--- config.mk ---
export PLATFORM = sky130hd
export DESIGN_NAME = rival_car_fsm
export DESIGN_NICKNAME = d
export VERILOG_FILES = /design/src/rtl/rival_car_fsm_pkg.sv /design/src/rtl/rival_car_fsm_lfsr.sv /design/src/rtl/rival_car_fsm.sv
export SDC_FILE = /design/constraint.sdc
export NUM_CORES = 1
export LEC_CHECK = 0
export BUFFER_PORTS_ARGS = -buffer_cell sky130_fd_sc_hd__buf_2
export CORE_ASPECT_RATIO = 1.25
export CORE_MARGIN = 5
export CORE_UTILIZATION = 58
export CTS_CLUSTER_DIAMETER = 40
export CTS_CLUSTER_SIZE = 30
export DETAILED_ROUTE_END_ITERATION = 8
export GPL_TIMING_DRIVEN = 0
export PLACE_DENSITY = 0.76
export SLEW_MARGIN = 40
export SYNTH_ARGS = -nofsm -noshare
export SYNTH_HDL_FRONTEND = slang
export SYNTH_HIERARCHICAL = 1
export SYNTH_SLANG_ARGS = --single-unit
--- constraint.sdc ---
create_clock -name clk -period 3.3 [get_ports clk]
set_input_delay 0.495 -clock clk [delete_from_list [all_inputs] [get_ports clk]]
set_output_delay 0.495 -clock clk [all_outputs]
set_load 0.05 [all_outputs]
--- src/rtl/rival_car_fsm_pkg.sv ---
// Shared game constants for the rival car: road geometry, lane table and FSM state encoding.
package rival_car_fsm_pkg;

  localparam logic [9:0] ROAD_LEFT  = 10'd244;
  localparam logic [9:0] ROAD_RIGHT = 10'd318;
  localparam logic [9:0] CAR_W      = 10'd14;
  localparam logic [9:0] CAR_H      = 10'd24;
  localparam logic [9:0] PLAYER_Y   = 10'd400;
  localparam logic [9:0] SCREEN_H   = 10'd480;

  localparam logic [7:0] LFSR_SEED  = 8'hA5;

  // Lanes are inset from the road edges so a rival never overlaps the kerb.
  localparam logic [9:0] LANE_0 = ROAD_LEFT + 10'd4;
  localparam logic [9:0] LANE_1 = LANE_0 + 10'd18;
  localparam logic [9:0] LANE_2 = LANE_0 + 10'd36;
  localparam logic [9:0] LANE_3 = ROAD_RIGHT - CAR_W - 10'd4;

  typedef enum logic [2:0] {
    ST_IDLE    = 3'd0,
    ST_SPAWN   = 3'd1,
    ST_DESCEND = 3'd2,
    ST_PASSED  = 3'd3,
    ST_HIT     = 3'd4
  } state_e;

  function automatic logic [9:0] lane_x(input logic [1:0] sel);
    logic [9:0] x;
    case (sel)
      2'd0:    x = LANE_0;
      2'd1:    x = LANE_1;
      2'd2:    x = LANE_2;
      default: x = LANE_3;
    endcase
    return x;
  endfunction

endpackage

--- src/rtl/rival_car_fsm_lfsr.sv ---
// 8-bit Fibonacci LFSR (x^8+x^6+x^5+x^4+1) for lane selection; free-running, non-zero seed.
module rival_lfsr
  import rival_car_fsm_pkg::*;
(
  input  logic       clk,
  input  logic       reset,
  output logic [7:0] q
);

  logic [7:0] q_q;
  logic       fb;

  assign fb = q_q[7] ^ q_q[5] ^ q_q[4] ^ q_q[3];

  always_ff @(posedge clk or posedge reset) begin
    if (reset) q_q <= LFSR_SEED;
    else       q_q <= {q_q[6:0], fb};
  end

  assign q = q_q;

endmodule

--- src/rtl/rival_car_fsm.sv ---
// Rival car controller: spawns into a random lane, descends on movement ticks,
// scores safe passes and latches a collision with the player car.
module rival_car_fsm
  import rival_car_fsm_pkg::*;
#(
  parameter int TICK_DIV = 3333333,
  parameter int STEP_Y   = 4
) (
  input  logic       clk,
  input  logic       reset,
  input  logic       running,
  input  logic       restart,
  input  logic [9:0] current_car_x,
  output logic [9:0] rival_x,
  output logic [9:0] rival_y,
  output logic       rival_collision,
  output logic [7:0] score
);

  localparam int CNT_W = (TICK_DIV > 1) ? $clog2(TICK_DIV) : 1;

  state_e          state_q;
  logic [9:0]      rival_x_q;
  logic [9:0]      rival_y_q;
  logic [9:0]      rival_y_d;
  logic            collision_q;
  logic [7:0]      score_q;
  logic [CNT_W-1:0] tick_cnt_q;
  logic            tick;
  logic [7:0]      lfsr_q;
  logic            unused_lfsr;
  logic [10:0]     rx, ry, cx, y_step;
  logic            overlap;
  logic            at_bottom;

  rival_lfsr u_lfsr (
    .clk   (clk),
    .reset (reset),
    .q     (lfsr_q)
  );

  assign unused_lfsr = ^lfsr_q[7:2];

  assign tick = (tick_cnt_q == CNT_W'(TICK_DIV - 1));

  always_ff @(posedge clk or posedge reset) begin
    if (reset)     tick_cnt_q <= '0;
    else if (tick) tick_cnt_q <= '0;
    else           tick_cnt_q <= tick_cnt_q + 1'b1;
  end

  // 11-bit arithmetic keeps x+14 and y+24 from wrapping near the 10-bit limit.
  assign rx = {1'b0, rival_x_q};
  assign ry = {1'b0, rival_y_q};
  assign cx = {1'b0, current_car_x};

  assign overlap = (rx < cx + 11'(CAR_W)) && (cx < rx + 11'(CAR_W)) &&
                   (ry + 11'(CAR_H) > 11'(PLAYER_Y)) &&
                   (ry < 11'(PLAYER_Y) + 11'(CAR_H));

  assign y_step    = ry + 11'(STEP_Y);
  assign at_bottom = (y_step >= 11'(SCREEN_H));
  assign rival_y_d = y_step[9:0];

  always_ff @(posedge clk or posedge reset) begin
    if (reset) begin
      state_q     <= ST_IDLE;
      rival_x_q   <= '0;
      rival_y_q   <= '0;
      collision_q <= 1'b0;
      score_q     <= '0;
    end else if (restart) begin
      state_q     <= ST_IDLE;
      rival_x_q   <= '0;
      rival_y_q   <= '0;
      collision_q <= 1'b0;
      score_q     <= '0;
    end else begin
      case (state_q)
        ST_IDLE: begin
          rival_y_q <= '0;
          if (running) state_q <= ST_SPAWN;
        end
        ST_SPAWN: begin
          rival_x_q <= lane_x(lfsr_q[1:0]);
          rival_y_q <= '0;
          state_q   <= ST_DESCEND;
        end
        ST_DESCEND: begin
          if (overlap) begin
            state_q     <= ST_HIT;
            collision_q <= 1'b1;
          end else if (running && tick) begin
            if (at_bottom) state_q   <= ST_PASSED;
            else           rival_y_q <= rival_y_d;
          end
        end
        ST_PASSED: begin
          if (score_q != 8'hFF) score_q <= score_q + 8'd1;
          state_q <= ST_SPAWN;
        end
        ST_HIT: begin
          state_q <= ST_HIT;
        end
        default: state_q <= ST_IDLE;
      endcase
    end
  end

  assign rival_x         = rival_x_q;
  assign rival_y         = rival_y_q;
  assign rival_collision = collision_q;
  assign score           = score_q;

endmodule

==> flow_metrics.py <==
metrics = {
    "status": {
        "outcome": "finished clean",
    },
    "synth": {
        "synth_compound_area_share_pct": 10.63,
        "muxShareOfSynthArea_pct": 1.503,
        "synthXorXnorAreaFrac_pct": 10.27,
        "ys.flop_type": "dfrtp_1",
        "synthDistinctLibCells": 56,
        "yosysWarnings": 6,
        "synthArstFlopShare_pct": 100.0,
        "syn_area_sq_um": 3496,
        "synth_edf_count": 0,
        "synth_top_area_share_pct": 37.94,
        "ys_ff_latch": 57,
        "syn-mean-instance-area_sq_um": 9.630,
        "ys_seq_area_share_pct": 40.94,
        "yosys.area_share.adder_pct": 11.10,
        "synth_top_family_by_area": "simple AND/OR/NAND/NOR gates",
        "netlist_top_cells_count": "53 x dfrtp_1, 45 x nor2_1, 31 x ha_1",
        "yosys.area.top_type": "dfrtp_1",
        "synthSimpleGateAreaFrac_pct": 21.33,
        "syn_inst": 363,
        "yosysMostFrequentCell": "dfrtp_1",
        "synth_area_leaders": "dfrtp_1 38%, ha_1 11%, xor2_1 5.8%",
    },
    "cts": {
        "cts-root-buf": "clkbuf_8",
        "cts_buffers": 9,
        "cts_resized": 0,
        "cts_num_sinks": 57,
        "cts_tree": "built",
        "htree_levels": 3,
        "clkLatencyLatePin_ps": 330,
        "clock_path_buffers": 2,
        "post_cts_buffers": 0,
        "clk_pin_slew_ps": 60,
        "hold_buffers": 0,
    },
    "sta": {
        "fin_skew_ps": 4.374,
        "holdWs_ps": 103.6,
        "finalCriticalPeriod_ps": 2948,
        "drv_slew": 0,
        "hold_viol_final": 0,
        "report.final.setup_viol": 0,
        "fin_crit_sh_pct": 89.33,
        "setup_tns_ps": 0,
        "rsz0062_at_grt": "false",
        "fmax_mhz": 339.2,
        "tightest_slew_ps": 540.4,
        "slew_headroom_pct": 63.04,
    },
    "critical_path": {
        "cp-end-kind": "register",
        "start_kind": "input port",
        "crit_path_top_delay_cell": "nor3_1",
        "critical_path_arrival_ps": 3170,
        "rr_worst_depth": 11,
        "required_ps": 3520,
        "r2r-end": "rival_y[2]",
        "reg2reg_slack_ps": 450,
        "regToRegStartpoint": "rival_x[2]",
        "worstPathMaxFanout": 5,
        "crit_chain": "buf_2, nor3_1, nor2_1, nand3_1, xor2_1, ha_1, nand2_1, a2111oi_0, a211oi_1, o221ai_2, o21ai_0, mux2_2",
        "setup.worst_path.class": "input port to register",
        "slowest_delay_ps": 470,
    },
    "drt": {
        "num_vias": 2705,
        "first_iter_violations": 119,
        "wl_per_cell_microns": 14.13,
        "drc": 0,
        "vias_per_cell": 5.566,
        "ant_nets": 0,
        "dr.pass1.iters": 4,
        "routed_wl_microns": 6868,
    },
    "pwr": {
        "p_leak_nw": 1.903,
        "max-vdd-ir-drop_v": 0.0003524,
        "p_per_area_nw_per_um2": 409.6,
    },
    "job": {
        "maxCapViolCount": 0,
    },
    "floorplan": {
        "ios": 43,
        "coreArea_sq_um": 5818,
        "fp.dieW_microns": 79.44,
        "dieHeight_microns": 96.80,
        "dieArea_sq_um": 7690,
        "rows": 31,
        "initial_utilization_pct": 60.09,
    },
    "min_path": {
        "hp-class": "input port to async pin",
    },
    "place": {
        "postPlaceCellArea_sq_um": 3797,
        "dpl.hpwl_microns": 5177,
        "routabilityCongestion": 0.8683,
        "io_buffers": 37,
    },
    "global_route": {
        "grt_max_degree": 33,
        "grt_pass1_wl_microns": 11790,
        "grt_pass1_vias": 2659,
        "overflow": 0,
        "grt_use_total_pct": 19.03,
        "antenna_found_initial": 0,
    },
    "layout": {
        "register_area_sq_um": 1431,
        "nets": 460,
        "n_antenna_cell": 0,
        "multi_input_area_sq_um": 1932,
        "fin_util_pct": 68.84,
        "layout-drive-gt1-share_pct": 17.62,
        "final_cell_area_sq_um": 4005,
        "n_fill_cell": 432,
        "area_growth_pct": 14.57,
    },
}
==> area by class of cell <==
cell class	count	share of cell area, %
well taps	66	2.062
repair buffers	38	5.123
clock inverters	2	0.8747
clock buffers	14	4.311
flip-flops and latches	57	35.74
plain buffers	13	1.812
multi-input cells	277	48.23
inverters	19	1.843
==> layer usage <==
layer / wire length (microns) / track usage (%)
met4: 90 / 6.878
met2: 3550 / 31.58
met5: 0 / 0
met3: 255 / 5.204
met1: 2972 / 23.34
==> flip-flops by register name (all words and copies together) (netlist names) <==
signal           flops
score                8
u_lfsr/q             8
rival_y              8
rival_x              7
rival_collision      1
state_q              3
tick_cnt_q          22
==> through the flow <==
step	std cells	setup slack [ps]	power, mW
finish	486	352.0	1.640
global route	486	130.1	1.718
CTS	486	304.9	1.659
detailed placement	470	-37.94	0.9823
global placement	469	-30.52	0.9709
floorplan	366	437.1	0.9194
==> placed cells by master (no fill, tap or decap), types with 13 or more instances in the layout <==
master / netlist / routed
dfrtp_1: 53 / 53
nor2_1: 45 / 45
buf_2: 1 / 38
ha_1: 31 / 31
nand2_1: 26 / 26
xor2_1: 23 / 23
inv_1: 19 / 18
nand3_1: 18 / 18
xnor2_1: 18 / 18
nand4_1: 13 / 13
==> worst max-delay path: cells and delay by family <==
kind,cells,cell delay (ps)
compound gates,4,1040
xor+xnor,1,70
fa+ha+maj,1,310
buf+inv,1,130
mux,1,330
simple gates,4,790
==> power breakdown <==
| group | leakage [nW] | total (mW) | internal [mW] | switching (mW) |
|---|---|---|---|---|
| sequential | 0.762 | 0.732 | 0.711 | 0.0209 |
| clock | 0.107 | 0.674 | 0.410 | 0.264 |
| combinational | 1.03 | 0.234 | 0.0846 | 0.150 |
| total | 1.90 | 1.64 | 1.21 | 0.434 |
==> how the worst max path moves through the flow <==
stage	from	end	slack (ps)	cells past startpoint
after floorplan	rival_x[4]	rival_y[2]	440	12
after global placement	current_car_x[3]	rival_y[2]	-30	12
after detailed placement	current_car_x[3]	rival_y[2]	-40	12
after CTS	current_car_x[3]	rival_y[2]	300	12
after global routing	current_car_x[3]	rival_y[2]	130	12
final	current_car_x[3]	rival_y[2]	350	12
==> cells by family after synthesis <==
logic type / count (synthesis)
adder cells (fa/ha/maj): 31
multiplexers: 5
AND/OR/NAND/NOR: 147
buffers and inverters: 32
flip-flops: 57
other: 1
AO/OA/AOI/OAI: 49
XOR/XNOR: 41
No activity file was read; power rests on OpenSTA's default activity.
